==> config.mk <==
export PLATFORM = sky130hd
export DESIGN_NAME = alu_op_sequencer
export DESIGN_NICKNAME = d
export VERILOG_FILES = /design/src/rtl/alu_op_sequencer_pkg.sv /design/src/rtl/alu_op_decode.sv /design/src/rtl/alu_op_sequencer.sv
export SDC_FILE = /design/constraint.sdc
export NUM_CORES = 1
export LEC_CHECK = 0
export BUFFER_PORTS_ARGS = -buffer_cell sky130_fd_sc_hd__buf_4
export CAP_MARGIN = 20
export CORE_AREA = 2 2 199 142
export DETAILED_ROUTE_END_ITERATION = 8
export DIE_AREA = 0 0 201 144
export GPL_ROUTABILITY_DRIVEN = 0
export MAX_ROUTING_LAYER = met4
export PLACE_DENSITY = 0.76
export SETUP_SLACK_MARGIN = 0.1
export SYNTH_ARGS = -nofsm -noshare
export SYNTH_HDL_FRONTEND = slang
export SYNTH_SLANG_ARGS = --single-unit
==> constraint.sdc <==
create_clock -name clock -period 2 [get_ports clock]
set_clock_uncertainty 0.2 [all_clocks]
set_input_delay 0.4 -clock clock [delete_from_list [all_inputs] [get_ports clock]]
set_output_delay 0.4 -clock clock [all_outputs]
set_load 0.01 [all_outputs]
==> src/rtl/alu_op_sequencer_pkg.sv <==
// Shared types and constants for the ALU operation sequencer:
// FSM state encoding, ALU control codes, opcode and funct values.
package alu_op_sequencer_pkg;

    typedef enum logic [2:0] {
        ST_IDLE,
        ST_DECODE,
        ST_EXEC,
        ST_BRTGT,
        ST_DONE
    } state_t;

    localparam logic [3:0] ALU_AND = 4'd0;
    localparam logic [3:0] ALU_OR  = 4'd1;
    localparam logic [3:0] ALU_ADD = 4'd2;
    localparam logic [3:0] ALU_SUB = 4'd6;
    localparam logic [3:0] ALU_SLT = 4'd7;
    localparam logic [3:0] ALU_NOR = 4'd12;

    localparam logic [5:0] OP_RTYPE = 6'h00;
    localparam logic [5:0] OP_BEQ   = 6'h04;
    localparam logic [5:0] OP_BNE   = 6'h05;
    localparam logic [5:0] OP_ADDI  = 6'h08;
    localparam logic [5:0] OP_LW    = 6'h23;
    localparam logic [5:0] OP_SW    = 6'h2B;

    localparam logic [5:0] F_ADD = 6'h20;
    localparam logic [5:0] F_SUB = 6'h22;
    localparam logic [5:0] F_AND = 6'h24;
    localparam logic [5:0] F_OR  = 6'h25;
    localparam logic [5:0] F_NOR = 6'h27;
    localparam logic [5:0] F_SLT = 6'h2A;

    function automatic logic [31:0] sext16(input logic [15:0] imm);
        return {{16{imm[15]}}, imm};
    endfunction

endpackage

==> src/rtl/alu_op_decode.sv <==
// Combinational instruction decode: opcode/funct to ALU control and operand select.
// Optional macro ALU_SEQ_BNE_EN adds bne as an inverted-condition branch.
module alu_op_decode
    import alu_op_sequencer_pkg::*;
(
    input  logic [5:0] opcode_i,
    input  logic [5:0] funct_i,
    output logic [3:0] alu_ctrl_o,
    output logic       use_imm_o,
    output logic       is_branch_o,
    output logic       branch_inv_o,
    output logic       illegal_o
);

    always_comb begin
        alu_ctrl_o   = ALU_AND;
        use_imm_o    = 1'b0;
        is_branch_o  = 1'b0;
        branch_inv_o = 1'b0;
        illegal_o    = 1'b0;
        case (opcode_i)
            OP_RTYPE: begin
                case (funct_i)
                    F_AND:   alu_ctrl_o = ALU_AND;
                    F_OR:    alu_ctrl_o = ALU_OR;
                    F_ADD:   alu_ctrl_o = ALU_ADD;
                    F_SUB:   alu_ctrl_o = ALU_SUB;
                    F_SLT:   alu_ctrl_o = ALU_SLT;
                    F_NOR:   alu_ctrl_o = ALU_NOR;
                    default: illegal_o  = 1'b1;
                endcase
            end
            OP_ADDI, OP_LW, OP_SW: begin
                alu_ctrl_o = ALU_ADD;
                use_imm_o  = 1'b1;
            end
            OP_BEQ: begin
                alu_ctrl_o  = ALU_SUB;
                is_branch_o = 1'b1;
            end
`ifdef ALU_SEQ_BNE_EN
            OP_BNE: begin
                alu_ctrl_o   = ALU_SUB;
                is_branch_o  = 1'b1;
                branch_inv_o = 1'b1;
            end
`endif
            default: illegal_o = 1'b1;
        endcase
    end

endmodule

==> src/rtl/alu_op_sequencer.sv <==
// Multi-cycle sequencer driving an external ALU with ALU_LATENCY-cycle result timing.
// Optional macro ALU_SEQ_BNE_EN (handled in alu_op_decode) enables bne.
//
// state  | meaning
// IDLE   | waiting for an instruction, InstrReady high
// DECODE | decode captured instruction, launch ALU op or flag illegal
// EXEC   | hold ALU inputs ALU_LATENCY cycles, capture result
// BRTGT  | branch only: compute PC+4+(simm16<<2) on the ALU
// DONE   | ResultValid high until ResultReady
module alu_op_sequencer
    import alu_op_sequencer_pkg::*;
#(
    parameter int unsigned ALU_LATENCY = 1
) (
    input  logic        clock,
    input  logic        reset,
    input  logic        InstrValid,
    output logic        InstrReady,
    input  logic [31:0] Instr,
    input  logic [31:0] PC,
    input  logic [31:0] RsData,
    input  logic [31:0] RtData,
    output logic [3:0]  AluControl,
    output logic [31:0] AluIn1,
    output logic [31:0] AluIn2,
    input  logic [31:0] AluOut,
    input  logic        AluZero,
    output logic        ResultValid,
    input  logic        ResultReady,
    output logic [31:0] Result,
    output logic        BranchTaken,
    output logic [31:0] BranchTarget,
    output logic        Illegal
);

    localparam logic [1:0] CNT_LOAD = 2'(ALU_LATENCY - 1);

    state_t      state_q;
    logic [5:0]  opcode_q;
    logic [15:0] imm_q;
    logic [31:0] pc_q, rs_q, rt_q;
    logic [1:0]  cnt_q;
    logic [3:0]  ctrl_q;
    logic [31:0] in1_q, in2_q, result_q, target_q;
    logic        taken_q, illegal_q, valid_q;

    logic [3:0]  dec_ctrl;
    logic        dec_use_imm, dec_branch, dec_inv, dec_illegal;
    logic [31:0] simm;
    logic        unused_instr_bits;

    assign unused_instr_bits = ^Instr[25:16];
    assign simm = sext16(imm_q);

    alu_op_decode u_decode (
        .opcode_i     (opcode_q),
        .funct_i      (imm_q[5:0]),
        .alu_ctrl_o   (dec_ctrl),
        .use_imm_o    (dec_use_imm),
        .is_branch_o  (dec_branch),
        .branch_inv_o (dec_inv),
        .illegal_o    (dec_illegal)
    );

    always_ff @(posedge clock) begin
        if (reset) begin
            state_q   <= ST_IDLE;
            opcode_q  <= '0;
            imm_q     <= '0;
            pc_q      <= '0;
            rs_q      <= '0;
            rt_q      <= '0;
            cnt_q     <= '0;
            ctrl_q    <= '0;
            in1_q     <= '0;
            in2_q     <= '0;
            result_q  <= '0;
            target_q  <= '0;
            taken_q   <= 1'b0;
            illegal_q <= 1'b0;
            valid_q   <= 1'b0;
        end else begin
            case (state_q)
                ST_IDLE: begin
                    if (InstrValid) begin
                        opcode_q  <= Instr[31:26];
                        imm_q     <= Instr[15:0];
                        pc_q      <= PC;
                        rs_q      <= RsData;
                        rt_q      <= RtData;
                        result_q  <= '0;
                        target_q  <= '0;
                        taken_q   <= 1'b0;
                        illegal_q <= 1'b0;
                        state_q   <= ST_DECODE;
                    end
                end
                ST_DECODE: begin
                    if (dec_illegal) begin
                        illegal_q <= 1'b1;
                        valid_q   <= 1'b1;
                        state_q   <= ST_DONE;
                    end else begin
                        ctrl_q  <= dec_ctrl;
                        in1_q   <= rs_q;
                        in2_q   <= dec_use_imm ? simm : rt_q;
                        cnt_q   <= CNT_LOAD;
                        state_q <= ST_EXEC;
                    end
                end
                ST_EXEC: begin
                    if (cnt_q == 2'd0) begin
                        result_q <= AluOut;
                        if (dec_branch) begin
                            taken_q <= AluZero ^ dec_inv;
                            ctrl_q  <= ALU_ADD;
                            in1_q   <= pc_q + 32'd4;
                            in2_q   <= {simm[29:0], 2'b00};
                            cnt_q   <= CNT_LOAD;
                            state_q <= ST_BRTGT;
                        end else begin
                            valid_q <= 1'b1;
                            state_q <= ST_DONE;
                        end
                    end else begin
                        cnt_q <= cnt_q - 2'd1;
                    end
                end
                ST_BRTGT: begin
                    if (cnt_q == 2'd0) begin
                        target_q <= AluOut;
                        valid_q  <= 1'b1;
                        state_q  <= ST_DONE;
                    end else begin
                        cnt_q <= cnt_q - 2'd1;
                    end
                end
                ST_DONE: begin
                    if (ResultReady) begin
                        valid_q <= 1'b0;
                        state_q <= ST_IDLE;
                    end
                end
                default: state_q <= ST_IDLE;
            endcase
        end
    end

    assign InstrReady   = (state_q == ST_IDLE) && !reset;
    assign AluControl   = ctrl_q;
    assign AluIn1       = in1_q;
    assign AluIn2       = in2_q;
    assign ResultValid  = valid_q;
    assign Result       = result_q;
    assign BranchTaken  = taken_q;
    assign BranchTarget = target_q;
    assign Illegal      = illegal_q;

endmodule

After elaboration in Yosys (flattened, before gate mapping)
Index checks and enable logic that the tools add are counted.
Storage, ports and cells
  register bits after elaboration: 258
Operators by class
  $add $sub $neg: 2
  equal/unequal tests: 24
  muxes and demuxes: 46
  reductions and logical operators: 23
Operators with widths (count)
  2-to-1 mux 32 bit: 9
  case mux 32 bit (2 select lines): 4
  equality test 6 bit (second input constant): 8
  adder 32 x 3 -> 32 bit (second input constant): 1
  case mux 4 bit (5 select lines): 1
  2-to-1 mux 3 bit: 6
  inequality test 2 bit (second input constant): 9
  AND reduction 4 bit: 4
  case mux 3 bit (5 select lines): 1
  2-to-1 mux 4 bit: 3
  case mux 4 bit (3 select lines): 1
  2-to-1 mux 1 bit: 11
  AND reduction 3 bit: 3
  2-to-1 mux 2 bit: 4
  case mux 4 bit (2 select lines): 1
  nonzero test 2 bit: 4
  equality test 3 x 2 -> 1 bit (second input constant): 2
  equality test 6 x 3 -> 1 bit (second input constant): 1
  equality test 6 x 4 -> 1 bit (second input constant): 1
  logical NOT 6 bit: 1
  case mux 1 bit (2 select lines): 3
  case mux 2 bit (3 select lines): 1
  AND reduction 6 bit: 1
  OR reduction 6 bit: 1
  other kinds (14): 14

Depth between registers and ports, before layout
Gate-level depths: netlist of the first run.
  word-level depth: 6
  mapped depth: 10

Modules after synthesis
From an unflattened synthesis of the first run, not the netlist that was laid out.
Unflattened totals
  cells, all modules: 1346
  area, all modules: 10647.7 sq um
By module, submodules not included
  alu_op_sequencer: times used 1, cells an instance 1319, area an instance 10443.8 sq um, seq. area each 5165.0 sq um
  alu_op_decode: times used 1, cells an instance 27, area an instance 203.9 sq um, seq. area each 0.0 sq um

Least setup slack after synthesis of the first run
No wires, ideal clock.
  path kind: reg-to-reg
  start point: register opcode_q[1]
  end point: register ctrl_q[1] (netlist: AluControl[1])
  library setup time: 0.116 ns
  arrival: 1.748 ns
  required time: 1.684 ns
  setup slack: -0.064 ns
  stages on the path, launching flop included: 9
  buffers on the path: 3
  period minus slack after synthesis: 2.064 ns
  path through: dfxtp_1 and3_1 o21ai_4 o22ai_2 o21a_1 buf_4 buf_6 buf_6 o211a_1
Between the ends
  word-level cells in the longest chain between the ends: 5
  elaborated cells between the ends (all ways): 15
RTL lines
  start, declared: RTL line alu_op_sequencer.sv:39  | logic [5:0] opcode_q;
  start signal, assigned: RTL line alu_op_sequencer.sv:86  | opcode_q <= Instr[31:26];
  equality test 6 x 4 -> 1 bit, or another cell as far along: RTL line alu_op_decode.sv:21  | case (opcode_i)
  OR reduction 4 bit (no line) or OR reduction 3 bit (tied branches)
  case mux 1 bit (2 select lines) or case mux 4 bit (3 select lines) (tied branches): RTL line alu_op_decode.sv:21
  inequality test 2 bit (no line) or 2-to-1 mux 4 bit (tied branches)
  AND reduction 4 bit (no line) or case mux 4 bit (2 select lines) (tied branches)
  end signal, assigned: RTL line alu_op_sequencer.sv:104  | ctrl_q <= dec_ctrl;
  end, declared: RTL line alu_op_sequencer.sv:43  | logic [3:0] ctrl_q;
Several ways; a longest one is shown, not always the timed one. The select of a mux whose other input is x is not followed.
A chain may end at the register's enable or synchronous reset.

Worst setup path after layout of the first run
  start point: register opcode_q[1]
  end point: register in2_q[19] (netlist: AluIn2[19])
Between the ends
  word-level cells in the longest chain between the ends: 6
  elaborated cells between the ends (all ways): 16
RTL lines
  equality test 6 x 4 -> 1 bit or equality test 6 bit (tied branches): RTL line alu_op_decode.sv:21
  OR reduction 3 bit: RTL line alu_op_decode.sv:21
  2-to-1 mux 1 bit: RTL line alu_op_decode.sv:21
  2-to-1 mux 32 bit: RTL line alu_op_sequencer.sv:106  | in2_q <= dec_use_imm ? simm : rt_q;
  2-to-1 mux 32 bit: RTL line alu_op_sequencer.sv:99  | if (dec_illegal) begin
  case mux 32 bit (2 select lines): RTL line alu_op_sequencer.sv:83  | case (state_q)
  end signal, assigned: RTL line alu_op_sequencer.sv:106
  end signal, assigned: RTL line alu_op_sequencer.sv:118  | in2_q <= {simm[29:0], 2'b00};
  end, declared: RTL line alu_op_sequencer.sv:44  | logic [31:0] in1_q, in2_q, result_q, target_q;
Several ways; a longest one is shown, not always the timed one. The select of a mux whose other input is x is not followed.

==> results of run 1 <==
-- how the worst max path moves through the flow --
stage | from | endpoint | slack (ps) | depth (start not counted)
after floorplan | opcode_q[1]$_SDFFE_PP0P_ | AluIn1[14]$_SDFFE_PP0P_ | 30 | 9
after CTS | opcode_q[5]$_SDFFE_PP0P_ | AluIn1[30]$_SDFFE_PP0P_ | -130 | 8
final | opcode_q[1]$_SDFFE_PP0P_ | AluIn2[19]$_SDFFE_PP0P_ | -200 | 10
after global routing | opcode_q[1]$_SDFFE_PP0P_ | AluIn2[30]$_SDFFE_PP0P_ | -250 | 10
after global placement | imm_q[3]$_SDFFE_PP0P_ | AluIn1[30]$_SDFFE_PP0P_ | -100 | 8
after detailed placement | imm_q[3]$_SDFFE_PP0P_ | AluIn1[20]$_SDFFE_PP0P_ | -150 | 8
-- Yosys cell counts, types with 2 or more instances --
cell type	number	area (um^2)
nor3b_1	2	15.0
a311oi_1	16	140
dfxtp_1	258	5160
a21oi_1	218	1090
nand3b_1	4	30.0
nand4_1	11	68.8
and3_1	12	75.1
a311oi_2	3	45.0
buf_2	14	70.1
o211ai_1	25	188
mux2i_1	26	260
nor3_2	10	100
a221o_1	2	20.0
xor2_1	16	140
a2bb2oi_1	2	17.5
a31oi_1	4	25.0
o21ai_0	4	20.0
a211o_1	7	61.3
nor2_1	49	184
and2_1	15	93.8
xnor2_1	13	114
nand2b_1	6	37.5
nor3_1	11	55.1
nor4_1	2	12.5
buf_4	5	37.5
inv_1	9	33.8
clkbuf_1	86	323
a22o_1	3	26.3
buf_6	4	45.0
a211oi_1	3	22.5
o22ai_1	9	56.3
nand2_1	371	1390
nand3_1	80	400
ha_1	4	50.1
-- routing by layer --
metal | track usage | routed length, um | up-vias
li1 | - | - | 5561
met1 | 0.342 | 18300 | 5738
met2 | 0.424 | 20200 | 605
met5 | - | 0 | -
met3 | 0.0462 | 3460 | 114
met4 | 0.0940 | 1480 | 0
-- per-stage QoR --
stage | hold WS (ps) | instances
floorplan | 231 | 1331
global placement | 238 | 1980
detailed placement | 244 | 1980
CTS | -42.6 | 2197
global route | -27.5 | 2228
finish | -32.1 | 2228
-- flip-flops by register name (all words and copies together) (netlist names) --
register	cells
AluControl	4
AluIn1	32
AluIn2	32
BranchTaken	1
BranchTarget	32
Illegal	1
Result	32
ResultValid	1
cnt_q	2
imm_q	16
opcode_q	6
pc_q	32
rs_q	32
rt_q	32
state_q	3
-- worst max-delay path: cells and delay by family (launching register included) --
family	cells	cell delay, ps
buf+inv	4	570
compound gates	2	290
simple gates	4	630
flops	1	360
-- kinds of logic after synthesis --
| logic type | synth area share |
|---|---|
| fa+ha+maj | 0.00469 |
| buf+inv | 0.0481 |
| flops | 0.484 |
| simple gates | 0.239 |
| xor+xnor | 0.0238 |
| mux | 0.0254 |
| compound gates | 0.175 |
-- power groups by stage --
stage	sequential, uW	clock (uW)	combinational (uW)
after global placement	5580	0	1490
after floorplan	5590	0	791
after global routing	5510	5490	2430
after CTS	5480	5240	1940
final	5500	5230	2290
after detailed placement	5590	0	1530
-- layout make-up --
class	count	area share
multi-input combinational	954	0.315
timing repair buffer	581	0.311
sequential	258	0.293
clock buffer	41	0.0457
tap	371	0.0263
clock inverter	8	0.00587
inverter	9	0.00191
antenna	6	0.000849
-- what timing repair did --
| action | CTS | global route |
|---|---|---|
| setup endpoints to repair | 116 | 251 |
| pin swaps | 55 | 53 |
| hold buffers | 151 | 1 |
| cloned | 10 | 13 |
| hold endpoints to repair | 190 | 5 |
| buffers inserted | 8 | 12 |
| resized for setup | 80 | 78 |
==> summary.md, run 1 <==
| Metric | Value |
|---|---|
| Status | complete, but fails checks |
| Failing checks | hold timing, setup timing |
| R2R Setup Slk | -200 ps |
| Via density | 5.39 |
| Multi-input logic area | 5580 um^2 |
| Pint | 9530 uW |
| Min-Delay Path Class | primary input to flip-flop |
| Number of I/O port buffers | 290 |
| Hold Startpoint | reset |
| Startpoint types | flip-flop |
| Clock buffer depth | 3 |
| CP Data Required Time | 2210 ps |
| Leading cell type in the layout, fill and taps excluded | buf_4 |
| Setup violators final | 69 |
| Gr usage total | 0.266 |
| Final min period | 2200 ps |
| Relative slew slack | 0.490 |
| Initial antenna violation count | 6 |
| Cell mode on critical path | nor3_4 |
| CTS tree | built |
| CORE AREA | 27,200 um^2 |
| H-tree Lvls | 1 |
| Final Core Density | 0.649 |
| Die area | 28,900 um^2 |
| Die width | 201 um |
| Hpwl dp | 23,500 um |
| Crit Reg-Reg Endpoint | AluIn2[19]$_SDFFE_PP0P_ |
| Reg area | 5180 um^2 |
| Layout Cell Area excl Fill | 17,700 um^2 |
| Final Power | 13,000 uW |
| Crit Path Max Fanout | 5 |
| Netlist cell types | 61 |
| Sw frac | 0.268 |
| Via Count | 12.0k |
| Die height | 144 um |
| Layout cells sized above 1 | 0.326 |
| Worst slew pin tran | 766 ps |
| Kind of critical path | flip-flop to flip-flop |
| Synth warnings | 0 |
| Sequential area share after synthesis | 0.484 |
| Most frequent cells in the layout | 369 x buf_4, 367 x nand2_1, 250 x dfxtp_1, 187 x a21oi_1, 152 x dlygate4sd3_1 |
| Largest net degree at the start of global routing | 62 |
| Post-synthesis register bit count | 258 |
| Starting DRT DRC Count | 903 |
| Critical path cell sequence | buf_4 -> nor3_4 -> nand2_2 -> nor3_4 -> buf_6 -> o21ai_4 -> buf_12 -> buf_16 -> a311oi_2 -> nor3_2 |
| Hold EP | imm_q[0]$_SDFFE_PP0P_ |
| CTS Buf Count | 27 |
| Io pins | 301 |
| Number of fill cells | 2,068 |
| Mapped Cells | 1,331 |
| RSZ-0062 raised after global routing | yes |
| Fin worst setup slack | -196 ps |
| Root buf cell | clkbuf_16 |
| Avg WL per Cell | 19.5 um |
| DRC viols | 0 |
| CP peak stage delay | 360 ps |
| R2r startpoint | opcode_q[1]$_SDFFE_PP0P_ |
| Pre-CTS WS | -154 ps |
| Clk_lat worst skew | 550 ps |
| Slowest-stage cell, CP | dfxtp_4 |
| Mean Syn Cell Area | 8.02 um^2 |
| Sw power | 3500 uW |
| Async S/R FF share, synth | 0 |
| Main flop type after synthesis | dfxtp_1 |
| Gr ovfl total | 0 |
| Crit path arrival time | 2410 ps |
| Sequential share of power | 0.422 |
| Max Slew Vio Count | 0 |
| Max Cap Viol | 0 |
| Peak supply drop | 633 uV |
| Placed cell area | 13,800 um^2 |
| Row cnt | 51 |
| Post-Syn Area | 10,700 um^2 |
| Cell count of the worst hold path | 2 |
| First-pass GRT wire length | 60,400 um |
| Fin Hold WS | -32.1 ps |
| Fmax | 0.455 GHz |
| Clock sinks | 258 |
| Antenna Nets Post-Route | 0 |
| Worst-path clk slew | 70 ps |
| Combinational Power Share | 0.176 |
| Clock power frac | 0.402 |
| Final Cycle Share | 1.10 |
| Vias in the first global route | 11.4k |
| Syn Nets | 1,500 |
| PD cells | 736 nW/um^2 |
| Cells on worst reg2reg path | 10 |
| P_leak | 0.00717 uW |
| Fin. Hold Viols | 7 |
| Number of synthesized flops with an enable pin | 0 |
| DRT Wirelength | 43,400 um |
| Layout net count | 2,000 |
| CP Capture Type | flip-flop |
| Total negative slack | -7170 ps |
| Pre-antenna DRT Iters | 5 |
| Initial Util | 0.392 |
| Area delta synth->final | 65.7% |
Power figures use the tool's default switching activity.
==> run 2, diff against run 1 <==
Settings changed: PLACE_DENSITY 0.76 to 0.73, SETUP_SLACK_MARGIN 0.1 to 0.05, SLEW_MARGIN set to 20.
Clock period 2 ns to 2.6 ns, I/O delays scaled along.
==> summary.md, run 2 (synthesis results as in run 1) <==
| Metric | Value |
|---|---|
| CP Capture Type | flip-flop |
| Antenna Nets Post-Route | 0 (unchanged) |
| Die area | 28,900 um^2 (unchanged) |
| Final min period | 2380 ps (+181 ps) |
| Placed cell count | 1,914 (-3.3%) |
| PD cells | 655 nW/um^2 (-11%) |
| Row cnt | 51 (unchanged) |
| DRT Wirelength | 32,800 um (-24%) |
| RSZ-0062 raised after global routing | no |
| Max Cap Viol | 0 (unchanged) |
| Clock buffer depth | 3 (unchanged) |
| Post-CTS Setup Inserts | 0 (-8) |
| Io pins | 301 (unchanged) |
| Buffers plus inverters on the worst setup path | 1 (-3) |
| Via Count | 10.3k (-15%) |
| Final std cells w/o fill | 1,965 (-12%) |
| Fmax | 0.421 GHz (-7.6%) |
| Critical path's top delay family | simple AND/OR/NAND/NOR gates |
| Total negative slack | 0 ps (+7170 ps) |
| CORE AREA | 27,200 um^2 (unchanged) |
| Peak supply drop | 448 uV (-29%) |
| Layout cells sized above 1 | 0.249 (-0.0769) |
| Die height | 144 um (unchanged) |
| Starting DRT DRC Count | 535 (-41%) |
| Worst slew pin tran | 578 ps (-188 ps) |
| Fin worst setup slack | 223 ps (+419 ps) |
| CTS Buf Count | 27 (unchanged) |
| Layout net count | 1,742 (-13%) |
| Kind of critical path | flip-flop to flip-flop |
| Vias in the first global route | 9,493 (-17%) |
| Status | finished clean |
| CTS tree | built |
| Min-Delay Path Class | primary input to flip-flop |
| Initial antenna violation count | 2 (-4) |
| Number of I/O port buffers | 290 (unchanged) |
| Avg WL per Cell | 16.7 um (-14%) |
| Crit path arrival time | 2590 ps (+180 ps) |
| Pre-CTS WS | 178 ps (+333 ps) |
| CP peak stage delay | 410 ps (+50 ps) |
| Layout Cell Area excl Fill | 14,100 um^2 (-20%) |
| Initial Util | 0.392 (unchanged) |
| Clk_lat worst skew | 520 ps (-30 ps) |
| Pre-antenna DRT Iters | 5 (unchanged) |
| H-tree Lvls | 1 (unchanged) |
| Critical path cell sequence | nand2b_1 -> or2_1 -> nor3_2 -> o21a_2 -> buf_4 -> o2111ai_1 -> o211a_1 |
| Gr usage total | 0.220 (-0.0455) |
| Setup violators final | 0 (-100%) |
| P_leak | 0.00563 uW (-21%) |
| CP Data Required Time | 2820 ps (+610 ps) |
| Hpwl dp | 22,200 um (-5.5%) |
| Die width | 201 um (unchanged) |
| Slowest-stage cell, CP | dfxtp_1 |
| Crit Path Max Fanout | 21 (+16) |
| Leading cell type in the layout, fill and taps excluded | nand2_1 |
| Final Cycle Share | 0.914 (-0.184) |
| Area delta synth->final | 32.2% |
| Gr ovfl total | 0 (unchanged) |
| First-pass GRT wire length | 50,300 um (-17%) |
| Max Slew Vio Count | 0 (unchanged) |
| Via density | 5.22 (-3.2%) |
| Relative slew slack | 0.615 (+0.125) |
| Clock sinks | 258 (unchanged) |
| Startpoint types | flip-flop |
| DRC viols | 0 (unchanged) |
| Final Core Density | 0.518 (-0.131) |
| Worst-path clk slew | 60 ps (about the same) |
| Placed cell area | 13,200 um^2 (-4.7%) |
| Fin. Hold Viols | 0 (-7) |
| Most frequent cells in the layout | 370 x nand2_1, 316 x buf_4, 257 x dfxtp_1, 217 x a21oi_1, 80 x nand3_1 |
| Largest net degree at the start of global routing | 120 (+94%) |
| Root buf cell | clkbuf_16 |
run 2: final timing paths:
path	cells past startpoint	endpoint	start	slack, ps
hold reg to reg	2	Result[31]$_SDFFE_PP0P_	Result[31]$_SDFFE_PP0P_	250
setup reg to reg	7	AluControl[1]$_SDFFE_PP0P_	state_q[1]$_SDFFE_PP0P_	220
setup / recovery	7	AluControl[1]$_SDFFE_PP0P_	state_q[1]$_SDFFE_PP0P_	220
hold / removal	3	pc_q[2]$_SDFFE_PP0P_	PC[2]	40
run 2: layer usage:
layer / global-route usage / up-vias / routed length, um / share of wire
met1: 0.303 / 4815 / 15100 / 0.46
met3: 0.0453 / 56 / 2390 / 0.073
met5: - / - / 0 / 0
li1: - / 5023 / - / -
met2: 0.332 / 363 / 14600 / 0.45
met4: 0.0546 / 0 / 693 / 0.021
run 2: final cells by class:
type                       instances  area (um^2)
antenna                            2         5.00
sequential                       258         5170
inverter                           9         33.8
clock inverter                    10          129
tap                              371          464
clock buffer                      38          777
multi-input combinational        954         5030
fill                            2593        13100
timing repair buffer             323         2500
run 2: what timing repair did:
action	CTS	global route
gates resized for setup	0	2
hold buffers	1	0
endpoints found under the setup margin	0	14
endpoints found under the hold margin	1	0
run 2: per-stage QoR:
stage                     total power, uW  hold WS [ps]
after floorplan                      4900           231
after global placement               5340           238
after detailed placement             5360           245
after CTS                            9320          14.0
after global routing                 9590          21.0
final                                9240          39.9
run 2: report_power, final:
group | total, uW | switching (uW) | leakage [uW] | internal, uW
combinational | 1040 | 620 | 0.00308 | 424
sequential | 4240 | 126 | 0.00210 | 4110
clock | 3960 | 1590 | 0.000452 | 2370
total | 9240 | 2330 | 0.00563 | 6910
run 2: worst reg2reg max path, delay by kind of cell (launching register included):
kind / cells / cell delay [ps]
DFF: 1 / 410
buffers and inverters: 1 / 300
AOI/OAI and AO/OA: 3 / 600
and+or+nand+nor: 3 / 770
